--- config.mk ---
export PLATFORM = sky130hd
export DESIGN_NAME = serial_pattern_tx_flat
export DESIGN_NICKNAME = d
export VERILOG_FILES = /design/src/rtl/serial_pattern_tx_if.sv /design/src/rtl/serial_pattern_tx.sv /design/src/flat_wrapper.sv
export SDC_FILE = /design/constraint.sdc
export NUM_CORES = 1
export LEC_CHECK = 0
export BUFFER_PORTS_ARGS = -buffer_cell sky130_fd_sc_hd__buf_2
export CORE_AREA = 2 2 75 59
export DETAILED_ROUTE_END_ITERATION = 12
export DIE_AREA = 0 0 77 61
export HOLD_SLACK_MARGIN = 0.15
export PLACE_DENSITY = 0.82
export SYNTH_ARGS = -nofsm -noshare
export SYNTH_HDL_FRONTEND = slang
export SYNTH_SLANG_ARGS = --single-unit
--- constraint.sdc ---
create_clock -name clk -period 3.6 [get_ports clk]
set_input_delay 0.36 -clock clk [delete_from_list [all_inputs] [get_ports clk]]
set_output_delay 0.36 -clock clk [all_outputs]
set_load 0.01 [all_outputs]
--- src/rtl/serial_pattern_tx_if.sv ---
// Handshake and serial-output bundle for serial_pattern_tx.
// The master drives the requests; the slave (the transmitter) drives the stream and status.
interface serial_pattern_tx_if #(
   parameter int W     = 4,
   parameter int CNT_W = 8,
   parameter int GAP_W = 4
);
   logic             start;
   logic             abort;
   logic [W-1:0]     pattern;
   logic [CNT_W-1:0] repeat_cnt;
   logic [GAP_W-1:0] gap;
   logic             data;
   logic             valid;
   logic             busy;
   logic             ready;
   logic             done;
   logic [CNT_W-1:0] frame_idx;

   modport master (
      output start, abort, pattern, repeat_cnt, gap,
      input  data, valid, busy, ready, done, frame_idx
   );

   modport slave (
      input  start, abort, pattern, repeat_cnt, gap,
      output data, valid, busy, ready, done, frame_idx
   );
endinterface

--- src/rtl/serial_pattern_tx.sv ---
// Serial pattern transmitter: shifts a W-bit pattern out MSB first, repeated
// repeat_cnt times with an optional idle gap between frames. All outputs registered.
module serial_pattern_tx #(
   parameter int W     = 4,
   parameter int CNT_W = 8,
   parameter int GAP_W = 4
) (
   input logic               clk,
   input logic               rst,
   serial_pattern_tx_if.slave bus
);
   localparam int BIT_W = $clog2(W);

   typedef enum logic [1:0] {IDLE, SHIFT, GAP, DONE} state_t;

   state_t           state_q, state_d;
   logic [W-1:0]     shreg_q, shreg_d;
   logic [W-1:0]     pat_q, pat_d;
   logic [BIT_W-1:0] bit_q, bit_d;
   logic [GAP_W-1:0] gap_len_q, gap_len_d;
   logic [GAP_W-1:0] gap_cnt_q, gap_cnt_d;
   logic [CNT_W-1:0] rem_q, rem_d;
   logic [CNT_W-1:0] idx_q, idx_d;
   logic             data_q, data_d;
   logic             valid_q, valid_d;
   logic             busy_q, busy_d;
   logic             ready_q, ready_d;
   logic             done_q, done_d;
   logic             load_next;

   // rem counts frames still to send after the current one; state_q is what the
   // outputs show this cycle, and outputs are registered from the next state.
   always_comb begin
      // NOTE: every signal gets a default before the case so no path can infer a latch.
      state_d   = state_q;
      shreg_d   = shreg_q;
      pat_d     = pat_q;
      bit_d     = bit_q;
      gap_len_d = gap_len_q;
      gap_cnt_d = gap_cnt_q;
      rem_d     = rem_q;
      idx_d     = idx_q;
      load_next = 1'b0;

      unique case (state_q)
         IDLE, DONE: begin
            if (bus.start && !bus.abort) begin
               pat_d     = bus.pattern;
               shreg_d   = bus.pattern;
               gap_len_d = bus.gap;
               rem_d     = (bus.repeat_cnt == '0) ? '0 : bus.repeat_cnt - CNT_W'(1);
               bit_d     = BIT_W'(W - 1);
               idx_d     = '0;
               state_d   = SHIFT;
            end else begin
               state_d = IDLE;
            end
         end
         SHIFT: begin
            if (bus.abort) begin
               state_d = IDLE;
            end else if (bit_q != '0) begin
               shreg_d = {shreg_q[W-2:0], 1'b0};
               bit_d   = bit_q - BIT_W'(1);
            end else if (rem_q == '0) begin
               state_d = DONE;
            end else if (gap_len_q != '0) begin
               state_d   = GAP;
               gap_cnt_d = gap_len_q - GAP_W'(1);
            end else begin
               load_next = 1'b1;
            end
         end
         GAP: begin
            if (bus.abort) begin
               state_d = IDLE;
            end else if (gap_cnt_q == '0) begin
               load_next = 1'b1;
            end else begin
               gap_cnt_d = gap_cnt_q - GAP_W'(1);
            end
         end
      endcase

      if (load_next) begin
         shreg_d = pat_q;
         bit_d   = BIT_W'(W - 1);
         rem_d   = rem_q - CNT_W'(1);
         idx_d   = idx_q + CNT_W'(1);
         state_d = SHIFT;
      end

      data_d  = (state_d == SHIFT) && shreg_d[W-1];
      valid_d = (state_d == SHIFT);
      busy_d  = (state_d == SHIFT) || (state_d == GAP);
      ready_d = (state_d == IDLE) || (state_d == DONE);
      done_d  = (state_d == DONE);
   end

   always_ff @(posedge clk) begin
      // NOTE: non-blocking assignments so every flop samples pre-edge values.
      if (rst) begin
         state_q   <= IDLE;
         shreg_q   <= '0;
         pat_q     <= '0;
         bit_q     <= '0;
         gap_len_q <= '0;
         gap_cnt_q <= '0;
         rem_q     <= '0;
         idx_q     <= '0;
         data_q    <= 1'b0;
         valid_q   <= 1'b0;
         busy_q    <= 1'b0;
         ready_q   <= 1'b1;
         done_q    <= 1'b0;
      end else begin
         state_q   <= state_d;
         shreg_q   <= shreg_d;
         pat_q     <= pat_d;
         bit_q     <= bit_d;
         gap_len_q <= gap_len_d;
         gap_cnt_q <= gap_cnt_d;
         rem_q     <= rem_d;
         idx_q     <= idx_d;
         data_q    <= data_d;
         valid_q   <= valid_d;
         busy_q    <= busy_d;
         ready_q   <= ready_d;
         done_q    <= done_d;
      end
   end

   assign bus.data      = data_q;
   assign bus.valid     = valid_q;
   assign bus.busy      = busy_q;
   assign bus.ready     = ready_q;
   assign bus.done      = done_q;
   assign bus.frame_idx = idx_q;
endmodule

--- src/flat_wrapper.sv ---
// flat-port wrapper written by rule: the top's interface ports become plain ports
module serial_pattern_tx_flat 
#(
   parameter int W     = 4,
   parameter int CNT_W = 8,
   parameter int GAP_W = 4
)
  (clk, rst, bus_start, bus_abort, bus_pattern, bus_repeat_cnt, bus_gap, bus_data, bus_valid, bus_busy, bus_ready, bus_done, bus_frame_idx);
  serial_pattern_tx_if #(.W(W), .CNT_W(CNT_W), .GAP_W(GAP_W)) bus_i ();
  input logic clk;
  input logic rst;
  input wire logic [$bits(bus_i.start)-1:0] bus_start;
  input wire logic [$bits(bus_i.abort)-1:0] bus_abort;
  input wire logic [$bits(bus_i.pattern)-1:0] bus_pattern;
  input wire logic [$bits(bus_i.repeat_cnt)-1:0] bus_repeat_cnt;
  input wire logic [$bits(bus_i.gap)-1:0] bus_gap;
  output wire logic [$bits(bus_i.data)-1:0] bus_data;
  output wire logic [$bits(bus_i.valid)-1:0] bus_valid;
  output wire logic [$bits(bus_i.busy)-1:0] bus_busy;
  output wire logic [$bits(bus_i.ready)-1:0] bus_ready;
  output wire logic [$bits(bus_i.done)-1:0] bus_done;
  output wire logic [$bits(bus_i.frame_idx)-1:0] bus_frame_idx;
  assign bus_i.start = bus_start;
  assign bus_i.abort = bus_abort;
  assign bus_i.pattern = bus_pattern;
  assign bus_i.repeat_cnt = bus_repeat_cnt;
  assign bus_i.gap = bus_gap;
  assign bus_data = bus_i.data;
  assign bus_valid = bus_i.valid;
  assign bus_busy = bus_i.busy;
  assign bus_ready = bus_i.ready;
  assign bus_done = bus_i.done;
  assign bus_frame_idx = bus_i.frame_idx;
  serial_pattern_tx #(.W(W), .CNT_W(CNT_W), .GAP_W(GAP_W)) u_core (.clk(clk), .rst(rst), .bus(bus_i));
endmodule
[Word level (Yosys, flattened, before mapping)]
Index checks and enable logic that the tools add are counted.
Word-level totals
  word-level logic and storage cells: 95
  register bits: 41
Operators by class
  reductions and logical operators: 21
  eq/ne operators: 15
  $add $sub $neg: 6
  muxes and demuxes: 39
Operators with widths (number)
  $mux 8: 7
  $mux 4: 10
  $mux 2: 10
  $logic_not 8->1: 2
  $pmux 4 s2: 2
  $sub 8x1->8 const B: 2
  $ne 2x2->1 const B: 5
  $add 8x1->8 const B: 1
  $eq 2x2->1 const B: 4
  $reduce_bool 2->1: 4
  $sub 4x1->4 const B: 2
  $mux 1: 7
  $reduce_and 7->1: 1
  $ne 3x1->1 const B: 2
  $pmux 2 s3: 1
  $eq 2x1->1 const B: 2
  $logic_not 2->1: 2
  $logic_not 4->1: 1
  $pmux 2 s2: 1
  $reduce_and 2->1: 2
  $reduce_and 4->1: 1
  $reduce_bool 4->1: 1
  $ne 3x2->1 const B: 1
  $reduce_bool 3->1: 1
  other kinds (7): 9

[Longest topological paths before layout]
Gate-level depths: netlist of run 1.
  depth after elaboration: 9
  gate-level depth with buffers: 11

[Worst setup path before layout of run 1]
Ideal clock, no wire load.
  path type: register to register
  start point: register u_core.rem_q[0]
  end point: register u_core.ready_q (netlist: u_core.bus.ready)
  period minus slack after synthesis: 2396 ps
  library setup time: 127 ps
  path slack: 1204 ps
  path buffers: 1
  stages on the path, launching flop included: 10
  data arrival time: 2269 ps
  cell sequence: dfxtp_1 inv_1 ha_1 or4b_4 o211a_1 o21ai_4 buf_6 nand2_1 ha_1 or2_2
Between the ends
  cells in the longest elaborated chain, start to end: 8
  elaborated cells between the ends (all ways): 13
  those cells by class: 1 x eq/ne; 9 x mux; 3 x reduce/logical
Ends and longest elaborated chain
  start: declaration: line serial_pattern_tx.sv:22  | logic [CNT_W-1:0] rem_q, rem_d;
  start signal: assignment: line serial_pattern_tx.sv:123  | rem_q <= rem_d;
  $logic_not 8->1 (*): line serial_pattern_tx.sv:65  | end else if (rem_q == '0) begin
  $mux 2 / $mux 1 (equally long branches): line serial_pattern_tx.sv:65
  $mux 2 / $mux 1 (equally long branches): line serial_pattern_tx.sv:62  | end else if (bit_q != '0) begin
  $mux 2 / $mux 1 (equally long branches): line serial_pattern_tx.sv:60  | if (bus.abort) begin
  $pmux 2 s3 / $pmux 1 s2 (equally long branches): line serial_pattern_tx.sv:45  | unique case (state_q)
  $mux 2 (*): line serial_pattern_tx.sv:85  | if (load_next) begin
  named net u_core.state_d[0]: line serial_pattern_tx.sv:16  | state_t state_q, state_d;
  $eq 2x2->1 / $logic_not 2->1 (equally long branches): line serial_pattern_tx.sv:96  | ready_d = (state_d == IDLE) || (state_d == DONE);
  $logic_or 1x1->1 (*): line serial_pattern_tx.sv:96
  named net u_core.ready_d: line serial_pattern_tx.sv:27  | logic ready_q, ready_d;
  end signal: assignment: line serial_pattern_tx.sv:128  | ready_q <= ready_d;
  end: declaration: line serial_pattern_tx.sv:27
Mark *: on every way through the listed nets, which the timed path passes. The rest lies on a longest branch.
A chain may end at the register's enable or synchronous reset.

[Final worst setup path of run 1]
Same ends and word-level chain as after synthesis.

==> results of run 1 <==
synthesized netlist by cell type, types with 3 or more instances:
cell type | number | area (µm²)
o211ai_1 | 3 | 22.5
nand4_1 | 3 | 18.8
buf_2 | 4 | 20.0
inv_1 | 11 | 41.3
ha_1 | 9 | 113
a22oi_1 | 4 | 30.0
nand2_1 | 32 | 120
o21ai_0 | 8 | 40.0
or2_2 | 3 | 18.8
clkbuf_1 | 8 | 30.0
xor2_1 | 3 | 26.3
nand3_1 | 11 | 55.1
nor2_1 | 26 | 97.6
a31oi_1 | 5 | 31.3
nor2b_1 | 6 | 37.5
mux2_2 | 3 | 33.8
nor3_1 | 7 | 35.0
dfxtp_1 | 41 | 821
a21oi_1 | 23 | 115
nand2b_1 | 5 | 31.3
nand3b_1 | 3 | 22.5
nor4b_1 | 5 | 43.8
mux2i_1 | 6 | 60.1
nor4_1 | 3 | 18.8
nor3b_1 | 5 | 37.5
a311oi_1 | 5 | 43.8
worst max-delay path, delay by kind of cell, from the launching register on:
family,cells,cell delay [ps]
and+or+nand+nor,3,940
buffers and inverters,1,80
adders and majority gates,2,540
AOI/OAI and AO/OA,2,630
DFF,1,340
final cells by class:
type                            count  share of cell area
Clock buffer                        7              0.0327
Sequential cell                    41               0.311
Clock inverter                      1              0.0114
Timing Repair Buffer               36              0.0720
Inverter                           11              0.0156
Tap cell                           55              0.0261
Multi-Input combinational cell    217               0.532
metal layers:
layer / global-route usage / up-vias / wire length (µm)
met5: 0 / - / 0
li1: - / 1098 / -
met1: 0.305 / 1007 / 2500
met4: 0.0740 / 0 / 38
met2: 0.355 / 65 / 2330
met3: 0.0536 / 4 / 292
metrics by stage:
step                total power [mW]  area (µm²)  hold slack, ps  std cells  utilization
detailed placement             0.642        2520             445        360        0.639
floorplan                      0.600        2350             432        285            -
CTS                             1.02        2640             304        368        0.668
global placement               0.639        2520             442        360        0.639
finish                          1.01        2640             306        368        0.668
global route                    1.06        2640             298        368        0.668
how the worst max path moves through the flow:
| stage | start | endpoint | slack (ps) | depth (start not counted) |
|---|---|---|---|---|
| 4_1_cts | u_core.rem_q[0] | u_core.bus.ready | 960 | 8 |
| 3_3_place_gp | u_core.rem_q[0] | u_core.bus.ready | 1050 | 8 |
| 2_1_floorplan | u_core.rem_q[0] | u_core.bus.ready | 1200 | 9 |
| 3_5_place_dp | u_core.rem_q[0] | u_core.bus.ready | 980 | 8 |
| 6_report | u_core.rem_q[0] | u_core.bus.ready | 960 | 8 |
| 5_1_grt | u_core.rem_q[0] | u_core.bus.ready | 790 | 8 |
report_power, final:
group	switching [mW]	leakage, nW	internal, mW	total [mW]
sequential	0.0158	0.334	0.472	0.488
combinational	0.0852	0.648	0.0613	0.146
clock	0.154	0.0585	0.226	0.380
flip-flops by register name, summed over array words and instances (netlist names), 2 cells and up:
name                  cells
u_core.pat_q              4
u_core.bit_q              2
u_core.shreg_q            4
u_core.gap_cnt_q          4
u_core.bus.frame_idx      8
u_core.state_q            2
u_core.rem_q              8
u_core.gap_len_q          4
logic make-up (layout without fill, tap and decap cells):
kind of cell	Yosys count	after routing	synth area share
AND/OR/NAND/NOR	124	124	0.285
AO/OA/AOI/OAI	71	71	0.210
flip-flops	41	41	0.350
buffers and inverters	27	55	0.0517
adder cells (fa/ha/maj)	9	9	0.0480
multiplexers	9	9	0.0400
XOR/XNOR	4	4	0.0149
==> qor.csv, run 1 <==
stage,metric,value,unit
worst_setup_path,startpoint_type,flop,
clock_tree,ctsHoldBuffers,0,
worst_setup_path,rrSetupSlack,960,ps
detailed_routing,routed_wl,5.16,mm
yosys,syn_inst,285,
layout,nets,341,
detailed_routing,drc,0,
layout,regArea,821,µm²
sta,finalCritPeriodShare,0.735,
yosys,ys_async_sr_fraction,0,
clock_tree,cts.sinks,41,
yosys,synth_ff_type,dfxtp_1,
grt,grt_max_degree,50,
detailed_routing,drt-vias-per-instance,5.91,
layout,final_cell_mix,"41 x dfxtp_1, 32 x nand2_1, 32 x buf_2, 26 x nor2_1, 23 x a21oi_1",
floorplanning,fp.dieH,61,µm
layout,fillCellCount,346,
sta,maxSlewViolCount,0,
clock_tree,cts_root_buffer,clkbuf_8,
floorplanning,num_rows,20,
clock_tree,cts_resized,0,
layout,multi_input_area,0.00140,mm²
sta,period_minus_slack,2640,ps
sta,tightest_slew,722,ps
clock_tree,cts_tree,done,
min_path,hold_depth,3,
worst_setup_path,reg2reg_to,u_core.bus.ready,
yosys,synth_fp_nets,314,
detailed_routing,drt-wirelength-per-cell,14.0,µm
detailed_routing,dr.pass1.iters,5,
sta,final-setup-viol-count,0,
placement,hpwl,3.60,mm
sta,hold_viol_final,0,
yosys,ys_seq_area_frac,0.350,
worst_setup_path,cp_cell_sequence,inv_1 > ha_1 > or4b_4 > o211a_1 > o21ai_4 > nand2_1 > ha_1 > or2_2,
floorplanning,die_w,77,µm
yosys,syn_area,0.00235,mm²
clock_tree,numCtsBuffers,5,
grt,antenna_found_initial,0,
worst_setup_path,required,3770,ps
yosys,ys_types,58,
worst_setup_path,criticalPathCategory,flop to flop,
floorplanning,dieArea,0.00470,mm²
clock_tree,htree_levels,2,
grt,grt_overflow,0,
run_status,status,finished clean,
floorplanning,ios,33,
power,powerDensity,384,mW/mm²
placement,place_congestion,0.879,
min_path,whs_endpoint,u_core.gap_len_q[0],
detailed_routing,drtIter0Drc,166,
clock_tree,clock_latency,290,ps
grt,grt_usage,0.223,
yosys,ys_warn_count,0,
sta,worst_slack,956,ps
yosys,synth_edf_count,0,
yosys,syn_area_per_cell,8.23,µm²
detailed_routing,drtAntennaViolNets,0,
placement,dpl_worst_slack,976,ps
sta,max_slew_margin,0.506,
worst_setup_path,cp-end-kind,flop,
worst_setup_path,critPathMaxFanout,14,
yosys,ys_ff_latch,41,
sta,tns,0,ps
clock_tree,clock_tree.buffer_depth,2,
layout,area_growth,12.6,%
worst_setup_path,ff2ff_path_depth,8,
worst_setup_path,r2r-start,u_core.rem_q[0],
sta,fin_skew,6.79,ps
clock_tree,post_cts_buffers,0,
sta,grt_setup_unrepaired,false,
placement,port_buffers,32,
job,maxCapViolations,0,
layout,final_layout_size_suffix_gt1_frac,0.185,
floorplanning,coreArea,0.00395,mm²
worst_setup_path,cp_slowest_cell,or4b_4,
worst_setup_path,cpPeakStageDelay,500,ps
worst_setup_path,cpMostUsedCell,ha_1,
sta,fmax,378,MHz
grt,first_global_vias,1800,
power,p_leak,1.04,nW
floorplanning,initial_core_util,0.593,
detailed_routing,num_vias,2174,
grt,grt_pass1_wl,8.22,mm
power,ir_worst_vdd,0.278,mV
min_path,min_from,bus_gap[0],
worst_setup_path,arrival,2820,ps
clock_tree,cts.clk_slew.worst_paths,80,ps
layout,final_common_cell,dfxtp_1,
layout,diodes,0,
min_path,min_path_type,input port to flop,
No activity file was read; power rests on OpenSTA's default activity.
==> run 2, diff against run 1 <==
--- a/config.mk
+++ b/config.mk
@@ -5,12 +5,13 @@
 export SDC_FILE = /design/constraint.sdc
 export NUM_CORES = 1
 export LEC_CHECK = 0
+export ABC_AREA = 1
 export BUFFER_PORTS_ARGS = -buffer_cell sky130_fd_sc_hd__buf_2
-export CORE_AREA = 2 2 75 59
+export CORE_AREA = 2 2 82 65
 export DETAILED_ROUTE_END_ITERATION = 12
-export DIE_AREA = 0 0 77 61
+export DIE_AREA = 0 0 84 67
 export HOLD_SLACK_MARGIN = 0.15
-export PLACE_DENSITY = 0.82
+export PLACE_DENSITY = 0.74
 export SYNTH_ARGS = -nofsm -noshare
 export SYNTH_HDL_FRONTEND = slang
 export SYNTH_SLANG_ARGS = --single-unit
==> constraint.sdc (replaced) <==
create_clock -name clk -period 2.3 [get_ports clk]
set_input_delay 0.23 -clock clk [delete_from_list [all_inputs] [get_ports clk]]
set_output_delay 0.23 -clock clk [all_outputs]
set_load 0.01 [all_outputs]
==> run 2 against run 1 <==
Effect of this change: via count increased by 4.3%; global-route usage decreased by 1.5 points; wire length increased by 2.4%; combinational power increased by 79%; worst hold slack got worse by 150 ps; clock power increased by 61%; cell area increased by 3.7%; utilization decreased by 9.3 points; critical path depth increased by 4; fmax increased by 26%; highest routed layer unchanged.
==> qor.csv, run 2 <==
stage,metric,value,unit,change
detailed_routing,drt-vias-per-instance,5.06,,was 5.91
clock_tree,cts_resized,0,,unchanged
detailed_routing,drtAntennaViolNets,0,,unchanged
detailed_routing,drc,0,,unchanged
min_path,min_path_type,input port to flop,,unchanged
grt,grt_pass1_wl,9.36,mm,was 8.22 mm
floorplanning,fp.dieH,67,µm,was 61 µm
clock_tree,clock_tree.buffer_depth,2,,unchanged
grt,grt_usage,0.208,,was 0.223
yosys,ys_types,36,,was 58
grt,grtUsageMet3,0.0409,,was 0.0536
floorplanning,num_rows,22,,was 20
layout,final_cell_mix,"68 x nand2_1, 51 x nor2_1, 47 x inv_1, 41 x dfxtp_1, 35 x o21ai_0",,"was 41 x dfxtp_1, 32 x nand2_1, 32 x buf_2, 26 x nor2_1, 23 x a21oi_1"
layout,final_common_cell,nand2_1,,was dfxtp_1
sta,finalCritPeriodShare,0.914,,was 0.735
placement,place_congestion,0.920,,was 0.879
detailed_routing,routed_wl,5.28,mm,was 5.16 mm
placement,place_area,0.00262,mm²,was 0.00252 mm²
yosys,yosysTopAreaCellShare,0.339,,was 0.350
clock_tree,cts_root_buffer,clkbuf_8,,unchanged
worst_setup_path,cp-end-kind,flop,,unchanged
placement,port_buffers,32,,unchanged
yosys,ys_warn_count,0,,unchanged
yosys,syn_area,0.00242,mm²,was 0.00235 mm²
grt,top_usage_layer,met2,,unchanged
layout,nets,416,,was 341
sta,period_minus_slack,2100,ps,was 2640 ps
yosys,synth_edf_count,0,,unchanged
detailed_routing,drt-wirelength-per-cell,11.8,µm,was 14.0 µm
yosys,synth_fp_nets,380,,was 314
grt,antenna_found_initial,0,,unchanged
grt,met1_usage,0.287,,was 0.305
layout,diodes,0,,unchanged
grt,first_global_vias,2082,,was 1800
worst_setup_path,critPathMaxFanout,9,,was 14
yosys,synth.area.top_cells,"dfxtp_1 34%, nand2_1 11%, nor2_1 7.9%, inv_1 7.3%, o21ai_0 7.2%",,"was dfxtp_1 35%, nand2_1 5.1%, a21oi_1 4.9%, ha_1 4.8%, nor2_1 4.2%"
clock_tree,numCtsBuffers,5,,unchanged
yosys,synth_ff_type,dfxtp_1,,unchanged
worst_setup_path,arrival,2300,ps,was 2820 ps
yosys,synth_common_cells,"68 x nand2_1, 51 x nor2_1, 47 x inv_1",,"was 41 x dfxtp_1, 32 x nand2_1, 26 x nor2_1"
floorplanning,ios,33,,unchanged
yosys,syn_area_per_cell,6.90,µm²,was 8.23 µm²
detailed_routing,dr.pass1.iters,4,,was 5
layout,fillCellCount,447,,was 346
clock_tree,cts.clk_slew.worst_paths,80,ps,about the same
grt,grt_overflow,0,,unchanged
layout,fin_util,0.575,,was 0.668
yosys,syn_inst,351,,was 285
layout,final_cell_area,0.00274,mm²,was 0.00264 mm²
yosys,yosysMostFrequentCell,nand2_1,,was dfxtp_1
clock_tree,htree_levels,2,,unchanged
yosys,ys_seq_area_frac,0.339,,was 0.350
clock_tree,post_cts_buffers,0,,unchanged
clock_tree,cts_tree,done,,unchanged
grt,use_met2,0.327,,was 0.355
sta,fmax,476,MHz,was 378 MHz
detailed_routing,num_vias,2268,,was 2174
floorplanning,coreArea,0.00476,mm²,was 0.00395 mm²
sta,grt_setup_unrepaired,false,,unchanged
power,powerDensity,595,mW/mm²,was 384 mW/mm²
yosys,ys_ff_latch,41,,unchanged
clock_tree,cts.sinks,41,,unchanged
worst_setup_path,startpoint_type,flop,,unchanged
power,ir_worst_vdd,0.349,mV,was 0.278 mV
sta,fin_skew,11.7,ps,was 6.79 ps
sta,final-setup-viol-count,0,,unchanged
clock_tree,ctsHoldBuffers,0,,unchanged
grt,grt_max_degree,22,,was 50
sta,tns,0,ps,unchanged
worst_setup_path,required,2490,ps,was 3770 ps
worst_setup_path,criticalPathCategory,flop to flop,,unchanged
run_status,status,finished clean,,unchanged
sta,max_slew_margin,0.617,,was 0.506
power,finalPower,1.63,mW,was 1.01 mW
floorplanning,die_w,84,µm,was 77 µm
sta,maxSlewViolCount,0,,unchanged
floorplanning,dieArea,0.00563,mm²,was 0.00470 mm²
sta,tightest_slew,573,ps,was 722 ps
yosys,ys_async_sr_fraction,0,,unchanged
job,maxCapViolations,0,,unchanged
sta,hold_viol_final,0,,unchanged
layout,area_growth,13.1,%,was 12.6%
placement,hpwl,3.89,mm,was 3.60 mm
floorplanning,initial_core_util,0.509,,was 0.593
clock_tree,clock_latency,300,ps,was 290 ps
yosys,yosysTopAreaCell,dfxtp_1,,unchanged
detailed_routing,drtIter0Drc,151,,was 166
power,p_leak,1.26,nW,was 1.04 nW
layout,final_layout_size_suffix_gt1_frac,0.180,,was 0.185
run 2: cell types whose count changed in the layout (fill, tap and decap cells not counted), moves of 6 or more:
cell / delta
nand2_1: +36
nor2_1: +25
nor2b_1: -6
inv_1: +36
nand3_1: +10
o21ai_0: +27
run 2: area by class of cell:
| type | count | area, µm² | area share |
|---|---|---|---|
| Clock buffer | 7 | 86.3 | 0.0315 |
| Inverter | 53 | 204 | 0.0745 |
| Tap cell | 60 | 75.1 | 0.0274 |
| Timing Repair Buffer | 38 | 205 | 0.0749 |
| Multi-Input combinational cell | 248 | 1320 | 0.481 |
| Clock inverter | 1 | 30.0 | 0.0110 |
| Sequential cell | 41 | 821 | 0.300 |
run 2: cells by family (layout without fill, tap and decap cells):
family,count (synthesis),in the layout,synth area share
buf+inv,62,99,0.117
xor+xnor,8,8,0.0289
simple gates,160,160,0.306
flops,41,41,0.339
mux,1,1,0.00413
fa+ha+maj,9,9,0.0465
compound gates,70,70,0.158
run 2: worst max-delay path: stages, from the launching register on:
cell and delay [ps]:
dfxtp_1 370, ha_1 390, inv_4 80, nor2_4 120, nand4_4 110, nand2_4 150, nand2_4 70, nand2_4 110
inv_4 70, nand2_1 90, ha_1 230, nor2_1 150, inv_1 50
run 2: metal layers:
| layer | vias up | share of wire |
|---|---|---|
| met5 | - | 0 |
| met4 | 0 | 0.012 |
| met3 | 6 | 0.052 |
| met2 | 66 | 0.41 |
| met1 | 1000 | 0.52 |
| li1 | 1196 | - |
run 2: report_power, final:
part           internal (mW)  leakage [nW]  switching, mW
clock                  0.354        0.0585          0.257
sequential             0.741         0.335         0.0179
combinational         0.0952         0.862          0.166
total                   1.19          1.26          0.440
run 2: through the flow:
stage                     setup slack, ps  cells  hold WS [ps]
final                                 198    448           159
after global routing                 37.6    448           168
after CTS                             190    448           155
after detailed placement              211    440           456
after global placement                337    440           447
after floorplan                       464    351           365
run 2: final timing paths:
check                                  startpoint                  end  slack (ps)  cells after the start
worst max register to register  u_core.state_q[1]     u_core.bus.ready         200                     12
worst max-delay path            u_core.state_q[1]     u_core.bus.ready         200                     12
worst min-delay path                   bus_gap[0]  u_core.gap_len_q[0]         160                      3
worst min register to register    u_core.pat_q[2]      u_core.pat_q[2]         460                      2
